--- config.mk ---
export PLATFORM = sky130hd
export DESIGN_NAME = fetch_unit_nw
export DESIGN_NICKNAME = d
export VERILOG_FILES = /design/src/rtl/fetch_pkg.sv /design/src/rtl/fetch_queue.sv /design/src/rtl/fetch_unit_nw.sv
export SDC_FILE = /design/constraint.sdc
export NUM_CORES = 2
export LEC_CHECK = 0
export CAP_MARGIN = 10
export CORE_MARGIN = 3
export CORE_UTILIZATION = 37
export CTS_CLUSTER_SIZE = 10
export DETAILED_ROUTE_END_ITERATION = 8
export PLACE_DENSITY = 0.58
export SLEW_MARGIN = 20
export SYNTH_ARGS = -nofsm -noshare
export SYNTH_HDL_FRONTEND = slang
export SYNTH_HIERARCHICAL = 1
export SYNTH_SLANG_ARGS = --single-unit
--- constraint.sdc ---
create_clock -name clk -period 13.65 [get_ports clk]
set_input_delay 1.365 -clock clk [delete_from_list [all_inputs] [get_ports clk]]
set_output_delay 1.365 -clock clk [all_outputs]
set_load 0.03 [all_outputs]
--- src/rtl/fetch_pkg.sv ---
// ----------------------------------------------------------------------------
// fetch_pkg : constants, helpers and entry type shared by the fetch unit
// Revision  : 1.0  initial release
// ----------------------------------------------------------------------------
`default_nettype none

package fetch_pkg;

   localparam int XLEN = 32;
   localparam logic [XLEN-1:0] INSTR_NOP = 32'h0000_0000;

   // Width needed to express a lane count of 0..nlane inclusive.
   function automatic int lane_cnt_w(input int nlane);
      return $clog2(nlane + 1);
   endfunction

   typedef struct packed {
      logic [XLEN-1:0] pc;
      logic [XLEN-1:0] instr;
   } fq_entry_t;

endpackage

`default_nettype wire

--- src/rtl/fetch_queue.sv ---
// ----------------------------------------------------------------------------
// fetch_queue : NLANE-in / NLANE-out circular buffer of {pc, instr} entries
// Revision    : 1.0  initial release
// ----------------------------------------------------------------------------
`default_nettype none

module fetch_queue
   import fetch_pkg::*;
#(
   parameter int NLANE  = 3,
   parameter int XLEN   = fetch_pkg::XLEN,
   parameter int QDEPTH = 8,
   localparam int PTR_W = $clog2(QDEPTH),
   localparam int CNT_W = $clog2(QDEPTH) + 1,
   localparam int DEQ_W = lane_cnt_w(NLANE)
) (
   input  logic                   clk,
   input  logic                   rst_n,
   input  logic                   flush,
   input  logic                   wr_en,
   input  logic [NLANE*XLEN-1:0]  wr_pc,
   input  logic [NLANE*XLEN-1:0]  wr_instr,
   input  logic [DEQ_W-1:0]       deq_cnt,
   output logic [NLANE-1:0]       rd_valid,
   output logic [NLANE*XLEN-1:0]  rd_pc,
   output logic [NLANE*XLEN-1:0]  rd_instr,
   output logic [CNT_W-1:0]       count
);

   typedef struct packed {
      logic [XLEN-1:0] pc;
      logic [XLEN-1:0] instr;
   } entry_t;

   entry_t           mem_q [QDEPTH];
   entry_t           mem_d [QDEPTH];
   logic [PTR_W-1:0] head_q, head_d;
   logic [PTR_W-1:0] tail_q, tail_d;
   logic [CNT_W-1:0] count_q, count_d;
   logic [CNT_W-1:0] deq_eff;

   always_comb begin
      // An over-large dequeue is clamped so the pointers can never cross.
      deq_eff = (CNT_W'(deq_cnt) > count_q) ? count_q : CNT_W'(deq_cnt);
      mem_d   = mem_q;
      head_d  = head_q;
      tail_d  = tail_q;
      count_d = count_q;
      if (flush) begin
         head_d  = '0;
         tail_d  = '0;
         count_d = '0;
      end else begin
         if (wr_en) begin
            for (int i = 0; i < NLANE; i++) begin
               mem_d[tail_q + PTR_W'(i)].pc    = wr_pc[i*XLEN +: XLEN];
               mem_d[tail_q + PTR_W'(i)].instr = wr_instr[i*XLEN +: XLEN];
            end
            tail_d = tail_q + PTR_W'(NLANE);
         end
         head_d  = head_q + PTR_W'(deq_eff);
         count_d = count_q + (wr_en ? CNT_W'(NLANE) : '0) - deq_eff;
      end
   end

   always_ff @(posedge clk) begin
      mem_q <= mem_d;
   end

   always_ff @(posedge clk or negedge rst_n) begin
      if (!rst_n) begin
         head_q  <= '0;
         tail_q  <= '0;
         count_q <= '0;
      end else begin
         head_q  <= head_d;
         tail_q  <= tail_d;
         count_q <= count_d;
      end
   end

   always_comb begin
      rd_valid = '0;
      rd_pc    = '0;
      rd_instr = '0;
      for (int i = 0; i < NLANE; i++) begin
         rd_valid[i] = (count_q > CNT_W'(i));
         // Invalid lanes present zero rather than stale storage contents.
         rd_pc[i*XLEN +: XLEN]    = rd_valid[i] ? mem_q[head_q + PTR_W'(i)].pc : '0;
         rd_instr[i*XLEN +: XLEN] = rd_valid[i] ? mem_q[head_q + PTR_W'(i)].instr
                                                : XLEN'(INSTR_NOP);
      end
   end

   assign count = count_q;

`ifndef SYNTHESIS
   always_ff @(posedge clk) begin
      if (rst_n && !flush && (CNT_W'(deq_cnt) > count_q))
         $error("fetch_queue: deq_cnt %0d exceeds occupancy %0d", deq_cnt, count_q);
   end
`endif

endmodule

`default_nettype wire

--- src/rtl/fetch_unit_nw.sv ---
// ----------------------------------------------------------------------------
// fetch_unit_nw : N-wide instruction fetch (PC, fire/redirect control, queue)
//                 Optional FETCH_PERF_CNT_EN adds saturating stall/redirect counters.
// Revision      : 1.0  initial release
// ----------------------------------------------------------------------------
`default_nettype none

module fetch_unit_nw
   import fetch_pkg::*;
#(
   parameter int              NLANE    = 3,
   parameter int              XLEN     = fetch_pkg::XLEN,
   parameter int              QDEPTH   = 8,
   parameter logic [XLEN-1:0] RESET_PC = 32'h0000_0000,
   localparam int             DEQ_W    = lane_cnt_w(NLANE)
) (
   input  logic                   clk,
   input  logic                   rst_n,
   input  logic                   fetch_en,
   input  logic                   redirect_valid,
   input  logic [XLEN-1:0]        redirect_pc,
   output logic [NLANE*XLEN-1:0]  imem_addr,
   input  logic [NLANE*XLEN-1:0]  imem_rdata,
   output logic [NLANE-1:0]       out_valid,
   output logic [NLANE*XLEN-1:0]  out_instr,
   output logic [NLANE*XLEN-1:0]  out_pc,
   input  logic [DEQ_W-1:0]       deq_cnt
`ifdef FETCH_PERF_CNT_EN
   ,
   output logic [31:0]            perf_stall_cyc,
   output logic [31:0]            perf_redirects
`endif
);

   localparam int CNT_W = $clog2(QDEPTH) + 1;

   logic [XLEN-1:0]  pc_q, pc_d;
   logic [CNT_W-1:0] q_count;
   logic             room;
   logic             fire;

   generate
      for (genvar i = 0; i < NLANE; i++) begin : g_lane_addr
         assign imem_addr[i*XLEN +: XLEN] = pc_q + XLEN'(4*i);
      end
   endgenerate

   // Space is judged on occupancy before this cycle's dequeue.
   assign room = (CNT_W'(QDEPTH) - q_count) >= CNT_W'(NLANE);
   assign fire = fetch_en && !redirect_valid && room;

   always_comb begin
      pc_d = pc_q;
      if (redirect_valid)
         pc_d = redirect_pc;
      else if (fire)
         pc_d = pc_q + XLEN'(4*NLANE);
   end

   always_ff @(posedge clk or negedge rst_n) begin
      if (!rst_n)
         pc_q <= RESET_PC;
      else
         pc_q <= pc_d;
   end

   fetch_queue #(
      .NLANE  (NLANE),
      .XLEN   (XLEN),
      .QDEPTH (QDEPTH)
   ) u_queue (
      .clk      (clk),
      .rst_n    (rst_n),
      .flush    (redirect_valid),
      .wr_en    (fire),
      .wr_pc    (imem_addr),
      .wr_instr (imem_rdata),
      .deq_cnt  (deq_cnt),
      .rd_valid (out_valid),
      .rd_pc    (out_pc),
      .rd_instr (out_instr),
      .count    (q_count)
   );

`ifdef FETCH_PERF_CNT_EN
   logic [31:0] stall_q, stall_d;
   logic [31:0] redir_q, redir_d;

   always_comb begin
      stall_d = stall_q;
      redir_d = redir_q;
      if (fetch_en && !redirect_valid && !room && (stall_q != '1))
         stall_d = stall_q + 32'd1;
      if (redirect_valid && (redir_q != '1))
         redir_d = redir_q + 32'd1;
   end

   always_ff @(posedge clk or negedge rst_n) begin
      if (!rst_n) begin
         stall_q <= '0;
         redir_q <= '0;
      end else begin
         stall_q <= stall_d;
         redir_q <= redir_d;
      end
   end

   assign perf_stall_cyc = stall_q;
   assign perf_redirects = redir_q;
`endif

endmodule

`default_nettype wire

==> out/results.txt <==
Status - finished, final reports clean
Total chip power - 10.2 mW
Count of flip-flops with a built-in enable after synthesis - 512
Largest cells by area after synthesis - edfxtp_1 (41%), a221o_1 (10%), mux2_2 (7.8%)
Drt first-iter violations - 3896
TritonCTS Buffers - 71
Core footprint - 0.101 mm^2
Die Wd - 326 um
Later-pin clock latency in the skew report - 0.63 ns
Max VDD drop - 284 uV
Power density over the cells - 227 mW/mm^2
Leakage Power - 16.0 nW
Post-synthesis instance area - 0.0379 mm^2
Number of antenna violations at the first check in global routing - 14
Average wire per standard cell - 32.9 um
Hold violation count in the final report - 0
Required @ worst endpoint - 12.28 ns
Critical Path Fanout Max - 18
# port buffers - 424
Worst relative slew slack - 16.7%
Worst Setup Start Kind - register
CTS tree - built
Via count of the first global-routing pass - 31.7k
Hold bufs inserted after CTS - 0
Yosys warnings - 6
Number of nets with antenna violations after routing - 0
Drt drc - 0
Number of flip-flops and latches in the synthesized netlist - 554
First-pass iteration count of the detailed router - 6
Post-CTS setup repair buffer count - 0
DP Wirelength - 88200 um
Final setup margin - 7.15 ns
Setup skew after layout - 0.0297 ns
Max Freq - 154 MHz
Number of max-cap violations - 0
Clock transition at the registers of the reported paths - 0.06 ns
Dominant cell type by area after synthesis - edfxtp_1
Highest-count cells in the layout ignoring fill and taps - edfxtp_1 (512), clkdlybuf4s50_1 (422), a221o_1 (384)
Count of instances resized after the clock tree is built - 0
Final-report max-slew violation count - 0
Most common cell after layout, fill and taps aside - edfxtp_1
Setup total negative slack - 0 ns
Root buffer selected by CTS - clkbuf_16
Period Utilization, post-route - 47.6%
Post-Route WL - 158000 um
Setup CP Type - reg2out
Number of failing setup endpoints in the final timing report - 0
Transition time at the pin with the least slew margin - 1.25 ns
Placer congestion estimate - 0.812
Layout overhead on the synthesized area - 18.5%
Type of the tightest min-delay check - reg2reg
Count of different cell masters after synthesis - 60
Net Count, Synth - 3403
Longest Clk Path Bufs - 3
Row Count - 116
Worst Path Arrival - 5.14 ns
DR vias/cell - 6.64
Async set-or-reset flop fraction in the synthesized netlist - 7.58%
Minimum setup slack after placement - 7.89 ns
RSZ-0062 raised after global routing - no
Total Routing Usage GR - 28.6%
Global-route wire length before repair - 226000 um
Top cell type's share of synthesized area - 40.6%
Cells after Synth - 3250
Height of the chip - 326 um
Clock sink count - 554
Effective utilization at floorplan - 37.6%
CTS HTree Levels - 3
Type of element capturing the critical path - output port
Mean instance size in the synthesized netlist - 11.7 um^2
Final net count - 3544
Most instantiated flip-flop cell in the synthesis netlist - edfxtp_1
Die outline area - 0.106 mm^2
Crit path time final - 6.50 ns
Maximum number of pins on one net before global-route repair - 130
Share of the yosys chip area belonging to registers - 43.3%
Grt total ovfl - 0
Ratio of cells with drive above 1 in the final layout - 17.5%
Num ports - 425
Total via count after detailed routing - 31.9k
[final cells by class]
type	instances	area, um^2
clock buffers	106	1990
multi-input cells	2245	19800
fillers	9275	55900
repair buffers	500	4850
flip-flops and latches	554	16400
diodes	10	25.0
inverters	19	71.3
clock inverters	17	96.3
well taps	1357	1700
[through the flow]
step / std cells / utilization, % / instance area (um^2) / hold WS [ns]
floorplan: 3250 / - / 37900 / 0.609
global placement: 4674 / 42.4 / 42800 / 0.720
detailed placement: 4674 / 42.4 / 42800 / 0.718
CTS: 4797 / 44.5 / 44900 / 0.742
global route: 4803 / 44.5 / 44900 / 0.787
finish: 4808 / 44.5 / 44900 / 0.761
[synth_stat cells, types with 2 or more instances]
library cell  instances
edfxtp_1            512
nand2b_1              6
a22oi_1               8
fa_1                  3
nor3_1              142
nand3_1              22
buf_1                28
o21ai_0              23
mux2i_1               2
ha_1                 16
clkbuf_1            227
a22o_1              192
and3b_1               3
o21ai_1               7
inv_1                19
nand4_1              14
nand4_4               2
mux4_2              128
or4_1                 2
nor4_2                4
and3_1              132
xnor2_1              57
or3_1                 2
mux2_2              262
o22ai_1             248
xor2_1               34
nand2_1              66
and2_0               49
clkbuf_2              3
and2_1              208
or2_2                 3
a221o_1             384
buf_4                17
a21o_1              130
nand4b_1              2
nor2_1               42
buf_2               156
dfrtp_1              42
o31a_1                5
a21oi_1              12
nor4_1                6
nor2b_1              12
[routing by layer]
metal / up-vias / part of all wire (%) / GRT usage (%) / wire length [um]
li1: 13531 / - / - / -
met1: 16205 / 39 / 36.7 / 62300
met2: 1806 / 47 / 47.2 / 74600
met3: 364 / 9.2 / 5.78 / 14600
met4: 12 / 4.0 / 11.8 / 6390
met5: - / 0.045 / 0 / 71
[state kept, by name (all words and copies together), names as in the netlist]
signal / count
u_queue/count: 4
u_queue/head_q: 3
u_queue/mem_q: 512
pc_q: 32
u_queue/tail_q: 3
[worst max-delay path, cell delays in order (launching register included)]
cell             delay [ns]
dfrtp_1                0.87
nand4_1                0.45
nor4_1                 1.03
and2b_1                0.52
nand3_1                0.15
xnor2_1                0.67
clkdlybuf4s50_1        0.81
[report_power, final]
group / internal [mW] / switching [mW] / total [mW]
logic: 2.47 / 3.78 / 6.25
clock network: 1.00 / 0.751 / 1.76
registers: 2.04 / 0.154 / 2.20
[path summary, 6_finish.rpt]
path | startpoint | end | slack, ns | cells after the start
max | pc_q[7] | imem_addr[59] | 7.15 | 6
min | u_queue/count[2] | u_queue/head_q[2] | 0.76 | 2
max reg2reg | u_queue/count[1] | u_queue/mem_q[448] | 9.29 | 8
min reg2reg | u_queue/count[2] | u_queue/head_q[2] | 0.76 | 2
max in group asynchronous | rst_n | u_queue/head_q[0] | 12.16 | 2
min in group asynchronous | rst_n | pc_q[28] | 0.86 | 2
[cell families (layout without fill, tap and decap cells)]
family	count (synthesis)	in the layout	share of synthesized area (%)
mux	392	392	15.4
other cells	0	10	0
fa+ha+maj	19	19	0.686
compound gates	1014	1014	22.2
xor+xnor	91	91	2.10
buf+inv	451	642	5.18
flops	554	554	43.3
simple gates	729	729	11.1
No activity file was read; power rests on OpenSTA's default activity.
